<file path="config.mk">
export PLATFORM = sky130hd
export DESIGN_NAME = inst_loader
export DESIGN_NICKNAME = d
export VERILOG_FILES = /design/src/rtl/inst_loader.sv
export SDC_FILE = /design/constraint.sdc
export NUM_CORES = 1
export LEC_CHECK = 0
export CAP_MARGIN = 30
export CORE_AREA = 2 2 109 111
export DETAILED_ROUTE_END_ITERATION = 7
export DIE_AREA = 0 0 111 113
export GPL_TIMING_DRIVEN = 0
export PLACE_DENSITY = 0.64
export SETUP_SLACK_MARGIN = 0.5
export SLEW_MARGIN = 10
export SYNTH_ARGS = -nofsm -noshare
export SYNTH_HDL_FRONTEND = slang
export SYNTH_SLANG_ARGS = --single-unit
export TNS_END_PERCENT = 100
</file>
<file path="constraint.sdc">
create_clock -name clk -period 2.9 [get_ports clk]
set_input_delay 0.58 -clock clk [delete_from_list [all_inputs] [get_ports clk]]
set_output_delay 0.58 -clock clk [all_outputs]
set_load 0.01 [all_outputs]
</file>
<file path="src/rtl/inst_loader.sv">
// Framed byte-stream program loader: writes a checksum-protected image into
// instruction memory from address 0 and holds the CPU in reset until it is good.
module inst_loader #(
  parameter int MEM_BYTES = 1024,
  parameter int MAX_WORDS = MEM_BYTES / 4
) (
  input  logic        clk,
  input  logic        rst,
  input  logic        start,
  input  logic [7:0]  in_data,
  input  logic        in_valid,
  output logic        in_ready,
  output logic        wr_en,
  output logic [31:0] wr_addr,
  output logic [7:0]  wr_data,
  output logic        cpu_hold,
  output logic        done,
  output logic        err,
  output logic [15:0] words_loaded
);

  localparam int CW = $clog2(4 * MAX_WORDS + 1);

  localparam logic [2:0] S_IDLE   = 3'd0;
  localparam logic [2:0] S_HDR_HI = 3'd1;
  localparam logic [2:0] S_HDR_LO = 3'd2;
  localparam logic [2:0] S_DATA   = 3'd3;
  localparam logic [2:0] S_CSUM   = 3'd4;
  localparam logic [2:0] S_DONE   = 3'd5;
  localparam logic [2:0] S_ERR    = 3'd6;

  logic [2:0]    state_q, state_d;
  logic [7:0]    len_hi_q, len_hi_d;
  logic [15:0]   len_q, len_d;
  logic [CW-1:0] cnt_q, cnt_d;
  logic [7:0]    acc_q, acc_d;
  logic          rdy_q, rdy_d;
  logic          wr_en_q, wr_en_d;
  logic [31:0]   wr_addr_q, wr_addr_d;
  logic [7:0]    wr_data_q, wr_data_d;
  logic          hold_q, hold_d;
  logic          done_q, done_d;
  logic          err_q, err_d;
  logic [15:0]   words_q, words_d;

  logic          xfer_s;
  logic          restart_s;
  logic          last_byte_s;
  logic [31:0]   hdr_len_s;

  assign xfer_s      = in_valid & rdy_q;
  assign restart_s   = start & ((state_q == S_IDLE) | (state_q == S_DONE) | (state_q == S_ERR));
  assign last_byte_s = ({{(32-CW){1'b0}}, cnt_q} == ({14'd0, len_q, 2'b00} - 32'd1));
  assign hdr_len_s   = {16'd0, len_hi_q, in_data};

  // Next-state and output decode for the frame parser.
  always_comb begin
    state_d   = state_q;
    len_hi_d  = len_hi_q;
    len_d     = len_q;
    cnt_d     = cnt_q;
    acc_d     = acc_q;
    wr_en_d   = 1'b0;
    wr_addr_d = wr_addr_q;
    wr_data_d = wr_data_q;
    hold_d    = hold_q;
    done_d    = done_q;
    err_d     = err_q;
    words_d   = words_q;

    case (state_q)
      S_HDR_HI: begin
        if (xfer_s) begin
          len_hi_d = in_data;
          acc_d    = acc_q ^ in_data;
          state_d  = S_HDR_LO;
        end else begin
          state_d = S_HDR_HI;
        end
      end
      S_HDR_LO: begin
        if (xfer_s) begin
          len_d = hdr_len_s[15:0];
          acc_d = acc_q ^ in_data;
          if (hdr_len_s > 32'(MAX_WORDS)) begin
            state_d = S_ERR;
            err_d   = 1'b1;
            hold_d  = 1'b1;
          end else if (hdr_len_s == 32'd0) begin
            state_d = S_CSUM;
          end else begin
            state_d = S_DATA;
          end
        end else begin
          state_d = S_HDR_LO;
        end
      end
      S_DATA: begin
        if (xfer_s) begin
          wr_en_d   = 1'b1;
          wr_addr_d = {{(32-CW){1'b0}}, cnt_q};
          wr_data_d = in_data;
          cnt_d     = cnt_q + {{(CW-1){1'b0}}, 1'b1};
          acc_d     = acc_q ^ in_data;
          if (cnt_q[1:0] == 2'b11) begin
            words_d = words_q + 16'd1;
          end else begin
            words_d = words_q;
          end
          if (last_byte_s) begin
            state_d = S_CSUM;
          end else begin
            state_d = S_DATA;
          end
        end else begin
          state_d = S_DATA;
        end
      end
      S_CSUM: begin
        if (xfer_s) begin
          if (in_data == acc_q) begin
            state_d = S_DONE;
            done_d  = 1'b1;
            hold_d  = 1'b0;
          end else begin
            state_d = S_ERR;
            err_d   = 1'b1;
            hold_d  = 1'b1;
          end
        end else begin
          state_d = S_CSUM;
        end
      end
      S_IDLE, S_DONE, S_ERR: begin
        state_d = state_q;
      end
      default: begin
        state_d = S_IDLE;
      end
    endcase

    // A new load may only begin from an idle or finished state.
    if (restart_s) begin
      state_d = S_HDR_HI;
      cnt_d   = '0;
      acc_d   = 8'd0;
      done_d  = 1'b0;
      err_d   = 1'b0;
      hold_d  = 1'b1;
      words_d = 16'd0;
    end else begin
      cnt_d = cnt_d;
    end

    rdy_d = (state_d == S_HDR_HI) | (state_d == S_HDR_LO) |
            (state_d == S_DATA)   | (state_d == S_CSUM);
  end

  // State and registered outputs.
  always_ff @(posedge clk or negedge rst) begin
    if (!rst) begin
      state_q   <= S_IDLE;
      len_hi_q  <= 8'd0;
      len_q     <= 16'd0;
      cnt_q     <= '0;
      acc_q     <= 8'd0;
      rdy_q     <= 1'b0;
      wr_en_q   <= 1'b0;
      wr_addr_q <= 32'd0;
      wr_data_q <= 8'd0;
      hold_q    <= 1'b1;
      done_q    <= 1'b0;
      err_q     <= 1'b0;
      words_q   <= 16'd0;
    end else begin
      state_q   <= state_d;
      len_hi_q  <= len_hi_d;
      len_q     <= len_d;
      cnt_q     <= cnt_d;
      acc_q     <= acc_d;
      rdy_q     <= rdy_d;
      wr_en_q   <= wr_en_d;
      wr_addr_q <= wr_addr_d;
      wr_data_q <= wr_data_d;
      hold_q    <= hold_d;
      done_q    <= done_d;
      err_q     <= err_d;
      words_q   <= words_d;
    end
  end

  assign in_ready     = rdy_q;
  assign wr_en        = wr_en_q;
  assign wr_addr      = wr_addr_q;
  assign wr_data      = wr_data_q;
  assign cpu_hold     = hold_q;
  assign done         = done_q;
  assign err          = err_q;
  assign words_loaded = words_q;

endmodule

</file>
==> key figures <==
Run status
  – Outcome: completed

STA
  – Final worst path period share: between 80 and 90%
  – Actual slew at the worst max-slew pin: approximately 0.68 ns
  – Final hold viol count: 0
  – Clock Skew: about 0.0055 ns
  – RSZ-0062 raised after global routing: true
  – Final setup vio count: 0
  – F_max: between 300 and 400 MHz
  – Final Slew Violations: 0
  – Min cycle time layout: between 2 and 3 ns
  – Final worst slack: around 0.32 ns
  – Setup TNS: 0 ns
  – Max_slew headroom: around 54%

Drt
  – DR iter-0 viols: 133
  – WL final: 10.35 mm
  – Via total after detailed routing: between 3000 and 4000
  – Residual DRC: 0
  – DRT Pass-1 Iters: 4
  – Antenna viol nets, final: 0
  – Via density: just over 5
  – Wire per inst: approximately 15 µm

Yosys
  – Yosys reg bits: between 80 and 90
  – Cells after Synth: around 440
  – Avg Inst Size Synth: between 10 and 15 µm²
  – Area contributors post-synth: dfrtp_1, mux2_2, xor2_1, nand2_1, xnor2_1
  – Yosys Warn Count: 0
  – Fraction of registers with async set/reset: 100.0%
  – Synth Cell Area: between 4000 and 5000 µm²
  – Sequential-to-total area share from yosys stat: 48.62%
  – Library cells used by synthesis: 57
  – EDFF count, synth: 0
  – Area leader, netlist: dfrtp_1
  – Post-synth top area share: roughly half
  – Post-synth top flop: dfrtp_1

Floorplanning
  – Core ar.: about 11000 µm²
  – Die area: roughly 13000 µm²
  – Die Y: 113 µm
  – Initial Utilization: between 30% and 40%
  – Standard-cell rows: 39
  – Die Span X: ~110 µm
  – I/O Pins: between 70 and 80

Worst setup path
  – Worst path top cell family by delay: simple AND/OR/NAND/NOR gates
  – Slowest stage delay, CP: roughly 0.52 ns
  – Setup crit end kind: flop
  – Arrival @ worst endpoint: 2.85 ns
  – Cell Chain, Critical Path: buf_6 > or4_4 > buf_6 > or4_4 > o31ai_2 > nand4_1 > nor4_4 > a22o_1
  – WP buf/inv: 2
  – Worst Path Required: approximately 3.2 ns
  – Reg2reg path depth: 8
  – Crit Path Class: reg -> reg
  – CP Max Fanout: 4
  – CP startpoint kind: flop
  – Critical R2R Launch: len_q[4]
  – Register-to-register setup slack: 0.32 ns
  – Reg-to-reg endpoint: state_q[2]
  – Slowest-stage cell, CP: or4_4

Global route
  – Pin count of the biggest net entering global routing: 59
  – Vias in the first global route: between 3000 and 4000
  – Overflow left after global routing: 0
  – GRT Overall Usage: 17.67%
  – First-pass GRT wire length: approximately 18 mm
  – Initial antenna violation count: 0

Clock tree
  – Root Driver: clkbuf_16
  – CTS tree: yes
  – Sink Count: 86
  – H-tree levels: 3
  – Clock tree buffer depth: 2
  – Num CTS Buffers: 9
  – Clock transition at path regs: 0.06 ns
  – Worst-skew pair later-pin latency: approximately 0.34 ns

Layout
  – Ant diodes: 0
  – Filler cell count: 1002
  – Nets: ~540
  – Area Growth Syn to Fin: 27.57%
  – Share of post-route cells with drive strength above 1: about 22%

Placed design
  – Placer Congestion: about 0.86
  – Dpl hpwl: between 7 and 8 mm
  – IO buf count: 51
  – Pre-CTS setup slack: -0.2594 ns

Power and ir drop
  – Power per cell area: roughly 860 nW/µm²
  – Pleak: 2.533 nW
  – Peak supply drop: between 400 and 500 µV

Hold path
  – Hold/Removal Path Class: in -> async

Flow run
  – Max cap viols: 0
what timing repair did:
item | in CTS | in global routing
resized for setup | 21 | 31
buffers inserted | 7 | 1
hold buffers | 0 | 0
setup endpoints to repair | 16 | 39
pin swaps | 5 | 2
stage by stage:
step / area (µm²) / utilization [%] / total power [W] / std cells / hold slack, ns
after floorplan: 4506 / - / 0.002947 / 455 / 0.2844
after global placement: 5195 / 46.09 / 0.003458 / 649 / 0.4618
after detailed placement: 5220 / 46.31 / 0.003512 / 650 / 0.4670
after CTS: 5599 / 49.67 / 0.004828 / 670 / 0.1742
after global routing: 5650 / 50.13 / 0.005203 / 672 / 0.1864
final: 5650 / 50.13 / 0.004867 / 672 / 0.1615
cell type report:
class                           count  area [µm²]  share of cell area, %
Clock inverter                      2       60.06                  1.063
Sequential cell                    86        2153                  38.11
Tap cell                          143       178.9                  3.167
Clock buffer                       11       232.7                  4.119
Buffer                             36       251.5                  4.451
Multi-Input combinational cell    324        2172                  38.44
Timing Repair Buffer               61       568.0                  10.05
Inverter                            9       33.78                 0.5979
worst max-delay path by stage:
| stage | from | to | slack [ns] | cells past startpoint |
|---|---|---|---|---|
| finish | len_q[4] | state_q[2] | 0.32 | 8 |
| global route | len_q[4] | state_q[2] | 0.24 | 8 |
| CTS | len_q[4] | state_q[2] | 0.32 | 8 |
| detailed placement | in_data[5] | err | -0.26 | 7 |
| global placement | rst | state_q[2] | -1.83 | 1 |
| floorplan | len_q[4] | state_q[2] | 0.48 | 8 |
worst register-to-register path, delay by kind of cell (launching register included):
kind            cells  cell delay, ns
buf+inv             2            0.26
simple gates        4            1.52
compound gates      2            0.38
flops               1            0.37
power breakdown:
part | leakage [nW] | switching (W) | internal [W]
combinational | 1.26 | 0.000951 | 0.000928
clock | 0.142 | 0.000437 | 0.000740
sequential | 1.13 | 0.000283 | 0.00153
per-layer routing:
layer	part of all wire [%]	GRT usage, %	vias up
li1	-	-	1648
met1	45	23.18	1688
met2	46	28.10	103
met3	6.4	5.196	16
met4	2.2	6.250	0
met5	0	0	-
synthesized netlist by cell type, types with 2 or more instances:
cell type  instances
or4_1              4
nor2_1            41
mux2_2            28
xnor2_1           22
xor2_1            26
or4_4              3
nor2b_1            5
clkbuf_1          10
nand2b_1           2
nor3b_1            4
nand2_1           60
dfrtp_1           85
nand4_1            6
buf_6              3
o31ai_1            4
or3_1              9
mux2i_1            2
o21ai_0           14
ha_1               3
and3_1             6
a21o_1             2
a21oi_1            8
buf_4             22
nand3_1           10
inv_1              9
o211ai_1           4
nor3_1             4
or2_2              2
a211o_2            2
and4_1             2
nor4_1             6
nand3b_1           2
placed cells by master (no fill, tap or decap), types with 3 or more instances in the layout:
cell type,n
clkdlybuf4s50_1,42
o211ai_1,4
nor4_1,6
inv_1,8
and3_1,6
nor3b_1,3
nand2_1,60
nor2_1,40
a21oi_1,7
mux2_2,28
nand3_1,10
conb_1,21
buf_6,4
or3_1,9
nor2b_1,5
clkbuf_1,8
or4_4,6
buf_4,31
o21ai_1,4
clkbuf_2,9
clkbuf_16,9
xor2_1,26
nand4_1,6
o21ai_0,10
xnor2_1,22
dfrtp_1,85
sequential cells by signal (all words and copies together), names as in the netlist:
signal / flops
acc_q: 8
len_q: 16
cnt_q: 11
wr_addr: 11
cpu_hold: 1
in_ready: 1
state_q: 3
len_hi_q: 8
wr_en: 1
done: 1
wr_data: 8
err: 1
words_loaded: 16
kinds of logic (layout without fill, tap and decap cells):
kind of cell	count (synthesis)	after routing	share of synthesized area (%)
AND/OR/NAND/NOR	173	173	19.52
flip-flops	86	86	48.62
AO/OA/AOI/OAI	49	49	7.684
XOR/XNOR	48	48	9.491
buffers and inverters	45	119	6.186
multiplexers	30	30	7.571
adder cells (fa/ha/maj)	3	3	0.8475
other	1	21	0.08466
No activity file was read; power rests on OpenSTA's default activity.
==> RTL edit (config.mk and constraints unchanged) <==
Make the reset (`rst`) synchronous in one clocked block.
--- a/src/rtl/inst_loader.sv
+++ b/src/rtl/inst_loader.sv
@@ -157,7 +157,7 @@
   end
 
   // State and registered outputs.
-  always_ff @(posedge clk or negedge rst) begin
+  always_ff @(posedge clk) begin
     if (!rst) begin
       state_q   <= S_IDLE;
       len_hi_q  <= 8'd0;
Function: differs if rst is asserted again (counterexample within 4 cycles, from zero or initial values and one cycle with rst low); with rst held inactive, the same outputs for 10 cycles.
==> RTL edit against the original RTL <==
  * Final area increased by 1.2%
  * Register-to-register slack improved by 0.22 ns
  * Sequential cell count unchanged
  * Worst setup slack improved by 0.17 ns
  * Worst hold slack improved by 0.30 ns
  * Non-clock buffer count increased by 17
  * Area after synthesis decreased by 1.2%
  * Die area unchanged
  * Wire length increased by 6.6%
  * Clock skew increased by 0.0025 ns
Power is not compared: it rests on default switching activity, and its combinational part moved more than twofold at a synthesized area within 25%.
==> RTL edit: results (changes against the original RTL) <==
stage,metric,value,unit,change
outcome,status,"complete, no violations",,unchanged
layout,ratio of cells with drive above 1 in the final layout,16.99,%,was 21.74%
synthesis,commonest cells in the netlist,"nand2_1 (96), dfxtp_1 (86), nor2_1 (46)",,"was dfrtp_1 (85), nand2_1 (60), nor2_1 (41)"
synthesis,ys flop type,dfxtp_1,,was dfrtp_1
route,met2 wirelength from detailed routing,5221,um,was 4767 um
placed_design,placed cell area,0.005144,mm^2,was 0.005220 mm^2
route,initial drt markers,175,,was 133
route,WL/cell,14.50,um,was 15.40 um
grt,vias in the first global route,3749,,was 3488
layout,Final Util,50.72,%,was 50.13%
layout,fillers,1060,,was 1002
timing,WHS,0.4627,ns,was 0.1615 ns
timing,Clock Skews,0.007972,ns,was 0.005461 ns
synthesis,Yosys cell types,62,,was 57
synthesis,ys async rst share,0,%,was 100.0%
placed_design,Place WS,-0.3445,ns,was -0.2594 ns
grt,met3 Use GR,3.160,%,was 5.196%
placed_design,GPL Wtd Cong,0.8342,,was 0.8630
grt,first-pass GRT wire length,18180,um,was 17680 um
timing,Worst slew margin,60.41,%,was 54.09%
cts,cts repair resizes,75,,was 21
cts,setup repair bufs after CTS,10,,was 7
layout,Post-Layout Cell Count,761,,was 672
setup_path,reg-to-reg setup timing slack,0.54,ns,was 0.32 ns
route,via/cell ratio,4.940,,was 5.141
route,WL met1,5148,um,was 4686 um
placed_design,Cells after DPL,734,,was 650
route,DR WL met3,443,um,was 665 um
layout,# nets final,629,,was 542
setup_path,Setup crit start,start,,was len_q[4]$_DFFE_PN0P_
grt,M1 GR Usage,22.73,%,was 23.18%
synthesis,Area contributors post-synth,"dfxtp_1 (39%), nand2_1 (8.2%), a21boi_0 (6.2%)",,"was dfrtp_1 (48%), mux2_2 (7.1%), xor2_1 (5.1%)"
setup_path,crit path DAT,2.61,ns,was 2.85 ns
grt,largest net degree at the start of global routing,15,,was 59
min_path,worst hold path type,flop to flop,,was primary input to asynchronous set/reset pin
setup_path,Reg-to-Reg End,in_ready$_SDFF_PN0_,,was state_q[2]$_DFF_PN0_
grt,routing usage on met2,30.84,%,was 28.10%
setup_path,CP Class,primary input to flop,,was flop to flop
RTL edit: cell types whose count changed after synthesis, moves of 6 or more:
cell | before | now
dfrtp_1 | 85 | 0
mux2_2 | 28 | 0
mux2i_1 | 2 | 8
a21boi_0 | 1 | 36
a21oi_1 | 8 | 16
dfxtp_1 | 0 | 86
nand2_1 | 60 | 96
RTL edit: logic make-up (layout without fill, tap and decap cells):
family / count (synthesis) / after routing / synth area share [%]
simple gates: 229 / 229 / 26.23
compound gates: 85 / 85 / 13.44
xor+xnor: 48 / 48 / 9.611
buf+inv: 60 / 138 / 8.581
other cells: 1 / 21 / 0.08573
flops: 86 / 86 / 39.36
fa+ha+maj: 3 / 3 / 0.8582
mux: 8 / 8 / 1.831
RTL edit: layout make-up:
type	instances	area share, %
clock inverters	5	1.882
flip-flops and latches	86	30.33
inverters	9	0.5909
repair buffers	63	10.83
clock buffers	10	4.180
plain buffers	51	6.150
multi-input cells	394	42.90
well taps	143	3.130
